==> src/rtl/ss_scan_decoder_pkg.sv <==
// ----------------------------------------------------------------------------
// ss_scan_decoder_pkg
// Shared definitions for the seven-segment scan driver / scan decoder pair:
// active-low segment encodings, anode indices, bit-order constants, the
// decoder FSM state type and small helpers for anode-select qualification.
// ----------------------------------------------------------------------------
package ss_scan_decoder_pkg;

  // Active-low cathode encodings {dp,g,f,e,d,c,b,a}, decimal point off.
  localparam logic [7:0] SEG_0     = 8'hC0;
  localparam logic [7:0] SEG_1     = 8'hF9;
  localparam logic [7:0] SEG_2     = 8'hA4;
  localparam logic [7:0] SEG_3     = 8'hB0;
  localparam logic [7:0] SEG_4     = 8'h99;
  localparam logic [7:0] SEG_5     = 8'h92;
  localparam logic [7:0] SEG_6     = 8'h82;
  localparam logic [7:0] SEG_7     = 8'hF8;
  localparam logic [7:0] SEG_8     = 8'h80;
  localparam logic [7:0] SEG_9     = 8'h90;
  localparam logic [7:0] SEG_BLANK = 8'hFF;

  // Anode (digit slot) indices; bit n of the anode bus selects slot n.
  localparam int ANODE_MINS1  = 0;
  localparam int ANODE_MINS2  = 1;
  localparam int ANODE_HOURS1 = 2;
  localparam int ANODE_HOURS2 = 3;
  localparam int NUM_DIGITS   = 4;

  // Bit order of the cathode bus.
  localparam int SEG_A_BIT  = 0;
  localparam int SEG_G_BIT  = 6;
  localparam int SEG_DP_BIT = 7;

  // Unused anode bits [7:4] must read high on a legal select.
  localparam logic [3:0] ANODE_UNUSED_IDLE = 4'hF;

  typedef enum logic [1:0] {
    ST_BLANK,
    ST_SETTLE,
    ST_HOLD
  } scan_state_t;

  typedef struct packed {
    logic       err;
    logic [3:0] digit;
  } bcd_t;

  // Legal select: unused bits high and exactly one digit anode driven low.
  function automatic logic select_valid(input logic [7:0] anodes);
    logic [3:0] low;
    low = ~anodes[3:0];
    return (anodes[7:4] == ANODE_UNUSED_IDLE) && ($countones(low) == 1);
  endfunction

  // Slot index of the single low anode; only meaningful when select_valid.
  function automatic logic [1:0] select_index(input logic [3:0] anodes);
    case (anodes)
      4'b1101: return 2'd1;
      4'b1011: return 2'd2;
      4'b0111: return 2'd3;
      default: return 2'd0;
    endcase
  endfunction

endpackage

==> src/rtl/ss_scan_decoder_seg7_to_bcd.sv <==
// ----------------------------------------------------------------------------
// seg7_to_bcd
// Combinational decode of an active-low 7-segment pattern {g..a} to BCD.
// Ports:
//   seg  in  7  active-low segments {g,f,e,d,c,b,a}
//   bcd  out 5  {err, digit}; undecodable patterns give err=1, digit=4'hF
// ----------------------------------------------------------------------------
module seg7_to_bcd
  import ss_scan_decoder_pkg::*;
(
  input  logic [6:0] seg,
  output bcd_t       bcd
);

  localparam logic [6:0] CODE_0 = SEG_0[6:0];
  localparam logic [6:0] CODE_1 = SEG_1[6:0];
  localparam logic [6:0] CODE_2 = SEG_2[6:0];
  localparam logic [6:0] CODE_3 = SEG_3[6:0];
  localparam logic [6:0] CODE_4 = SEG_4[6:0];
  localparam logic [6:0] CODE_5 = SEG_5[6:0];
  localparam logic [6:0] CODE_6 = SEG_6[6:0];
  localparam logic [6:0] CODE_7 = SEG_7[6:0];
  localparam logic [6:0] CODE_8 = SEG_8[6:0];
  localparam logic [6:0] CODE_9 = SEG_9[6:0];

  // NOTE: every output gets a default before the case so no latch is inferred.
  always_comb begin
    bcd.err   = 1'b0;
    bcd.digit = 4'h0;
    case (seg)
      CODE_0:  bcd.digit = 4'd0;
      CODE_1:  bcd.digit = 4'd1;
      CODE_2:  bcd.digit = 4'd2;
      CODE_3:  bcd.digit = 4'd3;
      CODE_4:  bcd.digit = 4'd4;
      CODE_5:  bcd.digit = 4'd5;
      CODE_6:  bcd.digit = 4'd6;
      CODE_7:  bcd.digit = 4'd7;
      CODE_8:  bcd.digit = 4'd8;
      CODE_9:  bcd.digit = 4'd9;
      default: begin
        bcd.err   = 1'b1;
        bcd.digit = 4'hF;
      end
    endcase
  end

endmodule

==> src/rtl/ss_scan_decoder.sv <==
// ----------------------------------------------------------------------------
// ss_scan_decoder
// Samples a multiplexed seven-segment scan bus, waits for each digit to be
// stable, and rebuilds the four displayed BCD digits. A completed frame
// (all four slots seen) is published with a one-cycle FRAME_VALID strobe.
// Ports:
//   CLK100MHZ       in   1  clock, rising edge
//   RESET_N         in   1  async active-low reset
//   SegmentDrivers  in   8  anodes, active-low; [3:0]=hours2,hours1,mins2,mins1
//   SevenSegment    in   8  cathodes, active-low {dp,g,f,e,d,c,b,a}
//   hours2..mins1   out  4  captured digits
//   DP              out  4  captured decimal points, active-high, anode order
//   FRAME_VALID     out  1  one-cycle strobe: outputs updated this cycle
//   SEG_ERR         out  1  last frame held an undecodable pattern
//   STALE           out  1  no frame completed within TIMEOUT_CYCLES
// ----------------------------------------------------------------------------
module ss_scan_decoder
  import ss_scan_decoder_pkg::*;
#(
  parameter int SETTLE_CYCLES  = 16,
  parameter int TIMEOUT_CYCLES = 2097152
) (
  input  logic       CLK100MHZ,
  input  logic       RESET_N,
  input  logic [7:0] SegmentDrivers,
  input  logic [7:0] SevenSegment,
  output logic [3:0] hours2,
  output logic [3:0] hours1,
  output logic [3:0] mins2,
  output logic [3:0] mins1,
  output logic [3:0] DP,
  output logic       FRAME_VALID,
  output logic       SEG_ERR,
  output logic       STALE
);

  localparam int SW = $clog2(SETTLE_CYCLES + 1);
  localparam int TW = $clog2(TIMEOUT_CYCLES + 1);
  localparam logic [SW-1:0] SETTLE_LAST = SW'(SETTLE_CYCLES - 1);
  localparam logic [TW-1:0] TIMEOUT_MAX = TW'(TIMEOUT_CYCLES);

  logic [15:0] p_in;
  logic [15:0] p_q;
  logic        p_changed;
  logic        sel_ok;
  logic [1:0]  sel_idx;
  bcd_t        decoded;

  scan_state_t state_q, state_d;
  logic [SW-1:0] settle_cnt_q, settle_cnt_d;
  logic          capture;

  logic [NUM_DIGITS-1:0][3:0] slot_digit;
  logic [NUM_DIGITS-1:0]      slot_dp;
  logic [NUM_DIGITS-1:0]      seen_q, seen_d;
  logic                       frame_err_q, frame_err_d;
  logic                       frame_done;
  logic [TW-1:0]              timeout_cnt_q;

  assign p_in      = {SegmentDrivers, SevenSegment};
  assign p_changed = (p_in != p_q);
  assign sel_ok    = select_valid(SegmentDrivers);
  assign sel_idx   = select_index(SegmentDrivers[3:0]);
  assign frame_done = (seen_q == 4'hF);

  seg7_to_bcd u_decode (
    .seg (SevenSegment[SEG_G_BIT:SEG_A_BIT]),
    .bcd (decoded)
  );

  // Settle / hold state machine: a digit is captured once per stable run.
  always_comb begin
    state_d      = state_q;
    settle_cnt_d = settle_cnt_q;
    capture      = 1'b0;
    case (state_q)
      ST_BLANK: begin
        if (sel_ok) begin
          state_d      = ST_SETTLE;
          settle_cnt_d = '0;
        end
      end
      ST_SETTLE: begin
        if (p_changed) begin
          state_d      = sel_ok ? ST_SETTLE : ST_BLANK;
          settle_cnt_d = '0;
        end else if (settle_cnt_q == SETTLE_LAST) begin
          capture = 1'b1;
          state_d = ST_HOLD;
        end else begin
          settle_cnt_d = settle_cnt_q + 1'b1;
        end
      end
      ST_HOLD: begin
        if (p_changed) begin
          state_d      = sel_ok ? ST_SETTLE : ST_BLANK;
          settle_cnt_d = '0;
        end
      end
      default: state_d = ST_BLANK;
    endcase
  end

  // Frame completion clears the mask first, so a capture on the same edge
  // is credited to the following frame.
  always_comb begin
    seen_d      = frame_done ? '0 : seen_q;
    frame_err_d = frame_done ? 1'b0 : frame_err_q;
    if (capture) begin
      seen_d[sel_idx] = 1'b1;
      frame_err_d     = frame_err_d | decoded.err;
    end
  end

  // NOTE: sequential state uses non-blocking assignments so every register
  // samples pre-edge values regardless of statement order.
  always_ff @(posedge CLK100MHZ or negedge RESET_N) begin
    if (!RESET_N) begin
      state_q      <= ST_BLANK;
      settle_cnt_q <= '0;
      p_q          <= 16'hFFFF;
    end else begin
      state_q      <= state_d;
      settle_cnt_q <= settle_cnt_d;
      p_q          <= p_in;
    end
  end

  // NOTE: the digit slots are reset too, so a reset mid-frame discards
  // partial captures instead of leaking stale digits into the next frame.
  always_ff @(posedge CLK100MHZ or negedge RESET_N) begin
    if (!RESET_N) begin
      slot_digit    <= '0;
      slot_dp       <= '0;
      seen_q        <= '0;
      frame_err_q   <= 1'b0;
      hours2        <= 4'h0;
      hours1        <= 4'h0;
      mins2         <= 4'h0;
      mins1         <= 4'h0;
      DP            <= 4'h0;
      SEG_ERR       <= 1'b0;
      FRAME_VALID   <= 1'b0;
      timeout_cnt_q <= '0;
    end else begin
      seen_q      <= seen_d;
      frame_err_q <= frame_err_d;
      FRAME_VALID <= frame_done;

      if (capture) begin
        slot_digit[sel_idx] <= decoded.digit;
        slot_dp[sel_idx]    <= ~SevenSegment[SEG_DP_BIT];
      end

      if (frame_done) begin
        hours2  <= slot_digit[ANODE_HOURS2];
        hours1  <= slot_digit[ANODE_HOURS1];
        mins2   <= slot_digit[ANODE_MINS2];
        mins1   <= slot_digit[ANODE_MINS1];
        DP      <= slot_dp;
        SEG_ERR <= frame_err_q;
      end

      // Cleared on the edge that raises FRAME_VALID, so STALE drops with it.
      if (frame_done) begin
        timeout_cnt_q <= '0;
      end else if (timeout_cnt_q != TIMEOUT_MAX) begin
        timeout_cnt_q <= timeout_cnt_q + 1'b1;
      end
    end
  end

  assign STALE = (timeout_cnt_q == TIMEOUT_MAX);

endmodule

==> config.mk <==
export PLATFORM = sky130hd
export DESIGN_NAME = ss_scan_decoder
export DESIGN_NICKNAME = d
export VERILOG_FILES = /design/src/rtl/ss_scan_decoder_pkg.sv /design/src/rtl/ss_scan_decoder_seg7_to_bcd.sv /design/src/rtl/ss_scan_decoder.sv
export SDC_FILE = /design/constraint.sdc
export NUM_CORES = 1
export LEC_CHECK = 0
export ABC_AREA = 1
export CORE_AREA = 2 2 91 93
export DETAILED_ROUTE_END_ITERATION = 8
export DIE_AREA = 0 0 93 95
export PLACE_DENSITY = 0.8
export SLEW_MARGIN = 20
export SYNTH_ARGS = -nofsm -noshare
export SYNTH_HDL_FRONTEND = slang
export SYNTH_HIERARCHICAL = 1
export SYNTH_SLANG_ARGS = --single-unit
==> constraint.sdc <==
create_clock -name CLK100MHZ -period 2.86 [get_ports CLK100MHZ]
set_input_delay 0.715 -clock CLK100MHZ [delete_from_list [all_inputs] [get_ports CLK100MHZ]]
set_output_delay 0.715 -clock CLK100MHZ [all_outputs]
set_load 0.05 [all_outputs]
==> metrics.cfg, run 1 <==
[clock_tree]
root_buffer=clkbuf_8
tritoncts=yes
cts_hold_buffers=0
clockBufferDepth=2
h-tree-depth=3
postCtsResizedCells=0
cts_setup_buffers=0
insertion_delay_ns=0.36
clk_pin_slew_worst_paths_ns=0.09
clock_sinks=92
cts_buffers=9

[setup_path]
cp_slowest_stage_delay_ns=0.54
crit_path_end_kind=flip-flop
cpMostUsedCell=nand2_1
worstSetupPathType=input pin to flip-flop
cpMaxStageDelayCell=fa_1
crit_arrival_ns=2.96
r2r-start=timeout_cnt_q[1]
path_cells=clkdlybuf4s50_1 > fa_1 > inv_1 > ha_1 > ha_1 > nor2_1 > nand4_1 > a21boi_1 > nand2_1 > inv_1 > nand2_1 > nand2_1 > nand2_1
start_kind=input pin
crit_required_ns=3.11
cp_max_fo=5
startpoint=SegmentDrivers[0]

[route]
routed.top_layer=met4
drt_wl_total_um=9200
drtPass1Iterations=4
wl_met2_um=4660
routedWlPerCell_um=12.3
route.detailed.drc=0
wl_met3_um=367
postRouteAntennaNets=0
wirelength_met1_um=4110
vias=3756
viasPerCell=5.03
drt-initial-drc-count=215

[grt]
grt_max_degree=41
track_usage_pct=22.8
grt_pass1_wl_um=16100
grt_antenna_before_repair=0
first_global_vias=3754
overflow=0

[logic_synthesis]
post_synth.cell_area_avg_sq_um=7.81
yosys_warnings=6
synth-seq-cells=92
syn_inst=582
synth_nets=609
yosys.area.top_type_share_pct=41.9
syn_area_sq_um=4540
ys_types=34
yosysTopAreaCell=dfrtp_1
yosys-top-cells-area=dfrtp_1, nand2_1, dfstp_2
ys_seq_area_share_pct=51.1

[pwr]
swShare_pct=24.1
irDropWorstVdd_mv=0.266
clkPwrFrac_pct=37.2
internal_power_mw=1.79
seq_power_share_pct=56.3
power_mw=2.36
power_density_nw_per_um2=442
p_comb_share_pct=6.5
p_switching_uw=569
p_leak_nw=2.87

[placement]
portBuffers=40
globalplace.congestion=0.845
hpwl_um=6810
dp.cells=731

[timing]
skew_ns=0.00629
slew_violations=0
fin_crit_sh_pct=94.9
worstMarginPinSlew_ns=0.943
hold_viol_final=0
clock.fmax_ghz=0.369
maxSlewHeadroom_pct=37.0
fin_crit_ns=2.71
setup_viol=0
rsz0062_at_grt=no

[finish]
final_common_cell=nand2_1
fillers=695
fin_util_pct=67.3
drive_above_1_share_pct=11.7
instances_no_fill=747
fin_nets=664
layout_common_cells=nand2_1, dfrtp_1, inv_1, nor2_1, clkdlybuf4s50_1
multi_input_area_sq_um=1880
antenna_cells=0
areaGrowthSynthToFinish_pct=17.3
seqCellArea_sq_um=2320

[floorplan]
core-area_sq_um=7930
io_pins=41
die_y_um=95
rows=33
die_area_sq_um=8840
fp.dieW_um=93
start_util_pct=57.3

[outcome]
status=finished, final reports clean

[flow_run]
maxCapViolations=0

[worst_hold_path]
min_path_type=input pin to asynchronous set/reset pin

==> layer usage <==
metal	up-vias	global-route usage (%)
met3	7	4.39
met1	1758	28.4
li1	1906	-
met5	-	0
met2	85	41.2
met4	0	5.64
==> cell usage after synthesis (all sizes together) <==
master / n
nand2: 228
dfrtp: 76
inv: 76
nor2: 65
nand3: 37
dfstp: 16
a21oi: 13
nor3: 13
o21ai: 10
ha: 8
nand4: 8
xor2: 7
clkbuf: 6
nor4: 5
buf: 3
a31oi: 2
o21a: 2
a21boi: 1
clkinv: 1
fa: 1
nor3b: 1
o22ai: 1
or2: 1
xnor2: 1
==> area by class of cell <==
class,count,area share (%)
repair buffers,53,9.48
inverters,77,5.51
clock inverters,7,1.43
multi-input cells,404,35.2
well taps,105,2.46
flip-flops and latches,92,43.5
clock buffers,9,2.32
==> through the flow <==
| stage | hold slack [ns] | setup slack (ns) | TNS [ns] | area, sq um |
|---|---|---|---|---|
| floorplan | 0.419 | 0.403 | 0 | 4540 |
| global placement | 0.453 | -0.175 | -0.867 | 5130 |
| detailed placement | 0.462 | -0.253 | -1.17 | 5130 |
| CTS | 0.295 | 0.129 | 0 | 5330 |
| global route | 0.306 | 0.00626 | 0 | 5330 |
| finish | 0.289 | 0.147 | 0 | 5330 |
==> power by group through the flow <==
stage	Combinational [mW]	Clock (mW)	Sequential, mW
3_3_place_gp	0.148	0	1.35
4_1_cts	0.156	0.904	1.33
2_1_floorplan	0.0630	0	1.35
5_1_grt	0.177	0.958	1.33
6_report	0.153	0.876	1.33
3_5_place_dp	0.156	0	1.35
==> state kept, by name, indices dropped and copies added, names as in the netlist <==
signal	cells
mins1	4
slot_digit	16
hours1	4
frame_err_q	1
timeout_cnt_q	22
SEG_ERR	1
seen_q	4
slot_dp	4
state_q	2
DP	4
FRAME_VALID	1
p_q	16
mins2	4
hours2	4
settle_cnt_q	5
==> path summary, 6_finish.rpt <==
path,to,slack [ns],cells after the start
hold / removal,timeout_cnt_q[8],0.29,1
hold reg to reg,slot_digit[9],0.48,2
min in group CLK100MHZ,slot_digit[9],0.48,2
max in group asynchronous,timeout_cnt_q[20],1.94,2
setup reg to reg,timeout_cnt_q[18],0.98,10
setup / recovery,settle_cnt_q[3],0.15,13
==> cells by family after synthesis <==
| group | count (synthesis) | synth area share (%) |
|---|---|---|
| simple gates | 358 | 33.7 |
| fa+ha+maj | 9 | 2.64 |
| xor+xnor | 8 | 1.54 |
| compound gates | 29 | 3.44 |
| buf+inv | 86 | 7.54 |
| flops | 92 | 51.1 |
==> critical path: cells and delay by family <==
| kind | cells | cell delay, ns |
|---|---|---|
| adder cells (fa/ha/maj) | 3 | 0.99 |
| AO/OA/AOI/OAI | 1 | 0.15 |
| AND/OR/NAND/NOR | 6 | 0.56 |
| buffers and inverters | 3 | 0.56 |
Power figures use the tool's default switching activity.
==> run 2, diff against run 1 <==
--- a/config.mk
+++ b/config.mk
@@ -6,10 +6,9 @@
 export NUM_CORES = 1
 export LEC_CHECK = 0
 export ABC_AREA = 1
-export CORE_AREA = 2 2 91 93
+export CORE_AREA = 2 2 131 133
 export DETAILED_ROUTE_END_ITERATION = 8
-export DIE_AREA = 0 0 93 95
-export PLACE_DENSITY = 0.8
+export DIE_AREA = 0 0 133 135
 export SLEW_MARGIN = 20
 export SYNTH_ARGS = -nofsm -noshare
 export SYNTH_HDL_FRONTEND = slang
==> run 2 against run 1 <==
- via count fell by 3.2%
- die area rose by 100%
- sequential cell count did not move
- critical path type unchanged
- largest power group is now clock
- core utilization fell by 33 points
==> metrics.cfg, run 2 (synthesis gave the netlist of run 1 again) <==
[timing]
maxSlewHeadroom_pct=65.6  ; +29 points
slew_violations=0  ; unchanged
skew_ns=0.00988  ; +0.00359 ns
setup_viol=0  ; unchanged
fin_crit_sh_pct=93.4  ; -1.4 points
fin_ws_ns=0.187  ; +0.0408 ns
worstMarginPinSlew_ns=0.514  ; -0.429 ns
rsz0062_at_grt=no
clock.fmax_ghz=0.374  ; +1.5%
holdWs_ns=0.339  ; +0.0497 ns
hold_viol_final=0  ; unchanged
fin_crit_ns=2.67  ; -0.0408 ns

[pwr]
irDropWorstVdd_mv=0.299  ; +12%
power_density_nw_per_um2=507  ; +15%
p_leak_nw=2.95  ; +2.7%

[route]
vias=3634  ; -3.2%
viasPerCell=4.22  ; -16%
drtPass1Iterations=4  ; unchanged
routedWlPerCell_um=11.2  ; -9.0%
route.detailed.drc=0  ; unchanged
drt-initial-drc-count=214  ; -0.47%
drt_wl_total_um=9660  ; +5.0%
postRouteAntennaNets=0  ; unchanged

[floorplan]
start_util_pct=27.7  ; -30 points
rows=47  ; +42%
io_pins=41  ; unchanged
fp.dieW_um=133  ; +43%
die_y_um=135  ; +42%
core-area_sq_um=16400  ; +110%
die_area_sq_um=18000  ; +100%

[setup_path]
r2r_end=slot_digit[6]
rrSetupSlack_ns=1.00  ; +0.02 ns
worstSetupPathType=input pin to flip-flop
cp_top_family=adder cells
r2r-start=p_q[2]
cp_max_fo=5  ; unchanged
cp_slowest_stage_delay_ns=0.51  ; -0.03 ns
path_cells=clkdlybuf4s50_1 > fa_1 > inv_1 > ha_1 > ha_1 > nor2_1 > nand4_1 > a21boi_1 > nand2_1 > inv_1 > nand2_2 > nand2_1 > nand2_1
crit_buf_inv=3  ; unchanged
crit_path_end_kind=flip-flop
reg2reg_depth=11  ; +1
cpMaxStageDelayCell=fa_1
start_kind=input pin
crit_arrival_ns=2.91  ; -0.05 ns
cpMostUsedCell=nand2_1
crit_required_ns=3.09  ; -0.02 ns

[clock_tree]
postCtsResizedCells=0  ; unchanged
clockBufferDepth=2  ; unchanged
cts_buffers=9  ; unchanged
insertion_delay_ns=0.34  ; -0.02 ns
clock_sinks=92  ; unchanged
root_buffer=clkbuf_16
cts_hold_buffers=0  ; unchanged
tritoncts=yes
cts_setup_buffers=0  ; unchanged
h-tree-depth=3  ; unchanged
clk_pin_slew_worst_paths_ns=0.06  ; -0.03 ns

[placement]
globalplace.congestion=0.822  ; -2.8%
hpwl_um=7090  ; +4.2%
dpl_worst_slack_ns=-0.291  ; -0.0379 ns
portBuffers=40  ; unchanged

[finish]
antenna_cells=0  ; unchanged
top_regs=timeout_cnt_q x22, p_q x16, slot_digit x16
fin_nets=664  ; unchanged
final_common_cell=nand2_1
regMostFlops=timeout_cnt_q
layout_common_cells=nand2_1, dfrtp_1, inv_1, nor2_1, clkdlybuf4s50_1
areaGrowthSynthToFinish_pct=23.9
drive_above_1_share_pct=11.8  ; +0.16 points
largest_register_ff_count=22  ; unchanged

[worst_hold_path]
min_path_type=input pin to asynchronous set/reset pin

[grt]
grt_antenna_before_repair=0  ; unchanged
first_global_vias=3540  ; -5.7%
track_usage_pct=11.8  ; -11 points
grt_pass1_wl_um=17000  ; +5.7%
grt_max_degree=42  ; +2.4%
overflow=0  ; unchanged

[outcome]
status=finished, final reports clean

[flow_run]
maxCapViolations=0  ; unchanged

[run 2: area by class of cell]
| class | count | area [sq um] |
|---|---|---|
| Sequential cell | 92 | 2320 |
| Timing Repair Buffer | 53 | 508 |
| Multi-Input combinational cell | 404 | 1880 |
| Clock buffer | 9 | 225 |
| Clock inverter | 7 | 123 |
| Inverter | 77 | 294 |
| Fill cell | 1735 | 10800 |
| Tap cell | 220 | 275 |
[run 2: worst max path at each step]
stage	start	endpoint	depth (start not counted)
6_report	SegmentDrivers[1]	settle_cnt_q[3]	13
5_1_grt	SegmentDrivers[1]	settle_cnt_q[0]	13
4_1_cts	SegmentDrivers[0]	settle_cnt_q[3]	13
3_5_place_dp	SegmentDrivers[0]	settle_cnt_q[3]	13
3_3_place_gp	SegmentDrivers[0]	settle_cnt_q[2]	13
2_1_floorplan	SegmentDrivers[0]	settle_cnt_q[2]	12
[run 2: metrics by stage]
step / utilization, % / cell area [sq um] / power, mW / setup TNS [ns] / instances
6_report: 34.3 / 5630 / 2.85 / 0 / 862
3_5_place_dp: 32.2 / 5280 / 1.51 / -1.32 / 846
5_1_grt: 34.3 / 5630 / 2.97 / 0 / 862
2_1_floorplan: - / 4540 / 1.41 / 0 / 582
4_1_cts: 34.3 / 5620 / 2.90 / 0 / 862
3_3_place_gp: 32.2 / 5280 / 1.50 / -0.983 / 846
[run 2: layer usage]
metal | GRT usage (%) | vias up | wire [um]
met1 | 15.6 | 1667 | 4660
li1 | - | 1914 | -
met3 | 2.70 | 6 | 282
met5 | 0 | - | 0
met2 | 19.2 | 47 | 4620
met4 | 3.58 | 0 | 95
[run 2: report_power, final]
| group | total (mW) | switching, mW | leakage (nW) | internal (mW) |
|---|---|---|---|---|
| combinational | 0.151 | 0.0937 | 1.57 | 0.0576 |
| clock | 1.37 | 0.515 | 0.162 | 0.858 |
| sequential | 1.33 | 0.00559 | 1.22 | 1.32 |
==> run 3, diff against run 2 <==
--- a/config.mk
+++ b/config.mk
@@ -5,10 +5,9 @@
 export SDC_FILE = /design/constraint.sdc
 export NUM_CORES = 1
 export LEC_CHECK = 0
-export ABC_AREA = 1
-export CORE_AREA = 2 2 131 133
+export CORE_AREA = 2 2 127 129
 export DETAILED_ROUTE_END_ITERATION = 8
-export DIE_AREA = 0 0 133 135
+export DIE_AREA = 0 0 129 131
 export SLEW_MARGIN = 20
 export SYNTH_ARGS = -nofsm -noshare
 export SYNTH_HDL_FRONTEND = slang
==> run 3 against run 2 <==
- sequential cell count stayed put
- synthesized cell count fell by 31%
- clock skew is 0.0040 ns lower
- sequential power barely moved
- total power down 7.9%
- fmax decreased by 4.8%
- clock power shrank 20%
- sequential share of layout area increased by 1.5 points
- highest routed layer unchanged
==> metrics.cfg, run 3 <==
[finish]
regMostFlops=timeout_cnt_q
areaGrowthSynthToFinish_pct=28.1
top_regs=timeout_cnt_q x22, p_q x16, slot_digit x16
fin_nets=502  ; -24%
largest_register_ff_count=22  ; unchanged
final_common_cell=dfrtp_1
multi_input_area_sq_um=1830  ; -2.7%
fillers=1566  ; -9.7%
antenna_cells=0  ; unchanged
drive_above_1_share_pct=21.3  ; +9.5 points
layout_common_cells=dfrtp_1, nand2_1, buf_4, clkdlybuf4s50_1, nor2_1
seqCellArea_sq_um=2320  ; unchanged

[grt]
grt_antenna_before_repair=0  ; unchanged
met3_usage_pct=3.05  ; +0.35 points
track_usage_pct=11.9  ; +0.11 points
first_global_vias=3210  ; -9.3%
grt_busiest_layer=met2
grt_pass1_wl_um=15700  ; -7.9%
use_met1_pct=14.3  ; -1.3 points
grt_max_degree=52  ; +24%
overflow=0  ; unchanged
gr-usage-met2_pct=20.8  ; +1.5 points

[route]
drt-initial-drc-count=184  ; -14%
viasPerCell=4.43  ; +5.2%
drtPass1Iterations=4  ; unchanged
routedWlPerCell_um=13.5  ; +20%
postRouteAntennaNets=0  ; unchanged
vias=3077  ; -15%
route.detailed.drc=0  ; unchanged
drt_wl_total_um=9360  ; -3.1%

[clock_tree]
cts_hold_buffers=0  ; unchanged
h-tree-depth=3  ; unchanged
root_buffer=clkbuf_16
clockBufferDepth=2  ; unchanged
tritoncts=yes
clock_sinks=92  ; unchanged
clk_pin_slew_worst_paths_ns=0.06  ; about the same
insertion_delay_ns=0.34  ; about the same
cts_buffers=9  ; unchanged

[setup_path]
crit_required_ns=3.09  ; about the same
path_cells=dlygate4sd2_1 > fa_1 > inv_1 > ha_1 > ha_4 > nor4bb_2 > nand4_1 > a21bo_2 > buf_4 > a22o_1
cp_top_family=adder cells
cp_slowest_stage_delay_ns=0.53  ; +0.02 ns
cpMaxStageDelayCell=fa_1
worstSetupPathType=input pin to flip-flop
start_kind=input pin
crit_path_end_kind=flip-flop
crit_buf_inv=3  ; unchanged
crit_arrival_ns=3.04  ; +0.13 ns
cp_max_fo=2  ; -3

[timing]
maxSlewHeadroom_pct=55.6  ; -10 points
skew_ns=0.00587  ; -0.00402 ns
clock.fmax_ghz=0.356  ; -4.8%
slew_violations=0  ; unchanged
hold_viol_final=0  ; unchanged
fin_crit_sh_pct=98.2  ; +4.7 points
fin_ws_ns=0.0523  ; -0.135 ns
setup_viol=0  ; unchanged
worstMarginPinSlew_ns=0.666  ; +0.152 ns
fin_crit_ns=2.81  ; +0.135 ns

[floorplan]
fp.dieW_um=129  ; -3.0%
start_util_pct=27.2  ; -0.50 points
io_pins=41  ; unchanged
die_area_sq_um=16900  ; -5.9%
rows=46  ; -2.1%
core-area_sq_um=15600  ; -4.9%
die_y_um=131  ; -3.0%

[placement]
hpwl_um=6800  ; -4.1%
portBuffers=40  ; unchanged
dpl_worst_slack_ns=-0.508  ; -0.217 ns
globalplace.congestion=0.786  ; -4.3%

[logic_synthesis]
synth_common_cells=dfrtp_1, nand2_1, nor2_1, xor2_1, inv_1
synth_ff_type=dfrtp_1
synth-xor-area-share_pct=7.64  ; +6.1 points
muxShareOfSynthArea_pct=5.66  ; +5.7 points
synth_nets=426  ; -30%
syn_area_sq_um=4240  ; -6.7%
synth_top_family_by_area=simple AND/OR/NAND/NOR gates
yosys.area.top_type_share_pct=44.8  ; +3.0 points
post_synth.cell_area_avg_sq_um=10.6  ; +36%
synth_edf_count=0  ; unchanged
async_flop_share_pct=100  ; unchanged
ys_types=53  ; +56%
yosys.area_share.simple_pct=20.5  ; -13 points
yosysMostFrequentCell=dfrtp_1
syn_inst=399  ; -31%
yosys_warnings=6  ; unchanged
yosys-top-cells-area=dfrtp_1, dfstp_2, nand2_1
ys_seq_area_share_pct=54.7  ; +3.6 points
synth-seq-cells=92  ; unchanged
synth_fa_ha_area_share_pct=3.07  ; +0.42 points
synth-compound-area-share_pct=5.69  ; +2.3 points
yosysTopAreaCell=dfrtp_1

[pwr]
power_mw=2.63  ; -7.9%
power_density_nw_per_um2=483  ; -4.6%
p_leak_nw=2.54  ; -14%
irDropWorstVdd_mv=0.316  ; +5.8%

[worst_hold_path]
min_path_type=input pin to asynchronous set/reset pin

[flow_run]
maxCapViolations=0  ; unchanged

[outcome]
status=finished, final reports clean

-- run 3: cell count changes in the layout (fill, tap and decap cells not counted), moves of 7 or more --
cell / previous run / this run
inv_1: 71 / 18
xor2_1: 7 / 31
nand2_1: 218 / 74
nand2_2: 10 / 1
nand3_1: 36 / 10
buf_4: 14 / 37
nor2_1: 57 / 34
mux2_2: 0 / 16
nor3_1: 10 / 3
-- run 3: cells by family after synthesis --
logic type,Yosys count
multiplexers,22
buffers and inverters,29
adder cells (fa/ha/maj),10
XOR/XNOR,37
AND/OR/NAND/NOR,172
flip-flops,92
AO/OA/AOI/OAI,37
-- run 3: cell type report --
type                            count  area share [%]
Tap cell                          216            4.97
Multi-Input combinational cell    278            33.7
Clock buffer                       11            4.47
Inverter                           18            1.24
Clock inverter                      3           0.438
Sequential cell                    92            42.7
Timing Repair Buffer               76            12.4
-- run 3: path summary, 6_finish.rpt --
path                                   start               to  slack [ns]  cells after the start
min in group CLK100MHZ         slot_digit[4]         mins2[0]        0.47                      2
max reg2reg                          p_q[11]    slot_digit[1]        0.64                      6
min reg2reg                    slot_digit[4]         mins2[0]        0.47                      2
max                        SegmentDrivers[0]  settle_cnt_q[2]        0.05                     10
min                                  RESET_N            DP[2]        0.41                      1
max in group asynchronous            RESET_N           p_q[6]        1.70                      2
-- run 3: per-layer routing --
layer | routed length [um] | vias up
li1 | - | 1503
met1 | 4180 | 1520
met2 | 4750 | 42
met3 | 298 | 12
met4 | 133 | 0
met5 | 0 | -
-- run 3: repair_timing --
| item | in CTS | in global routing |
|---|---|---|
| cloned | 0 | 0 |
| pin swaps | 3 | 3 |
| gates resized for setup | 3 | 3 |
| endpoints found under the setup margin | 3 | 4 |
| setup buffers | 1 | 0 |
-- run 3: per-stage QoR --
stage          area (sq um)  TNS, ns  cells  hold slack, ns  util (%)
3_3_place_gp           5140    -3.45    679           0.450      32.9
3_5_place_dp           5140    -4.78    679           0.453      32.9
5_1_grt                5430   -0.102    694           0.464      34.8
2_1_floorplan          4240        0    399           0.419         -
6_report               5430        0    694           0.414      34.8
4_1_cts                5410        0    694           0.431      34.7
-- run 3: report_power, final --
part / internal, mW / switching (mW)
logic: 0.0817 / 0.103
registers: 1.33 / 0.0122
clock network: 0.606 / 0.489
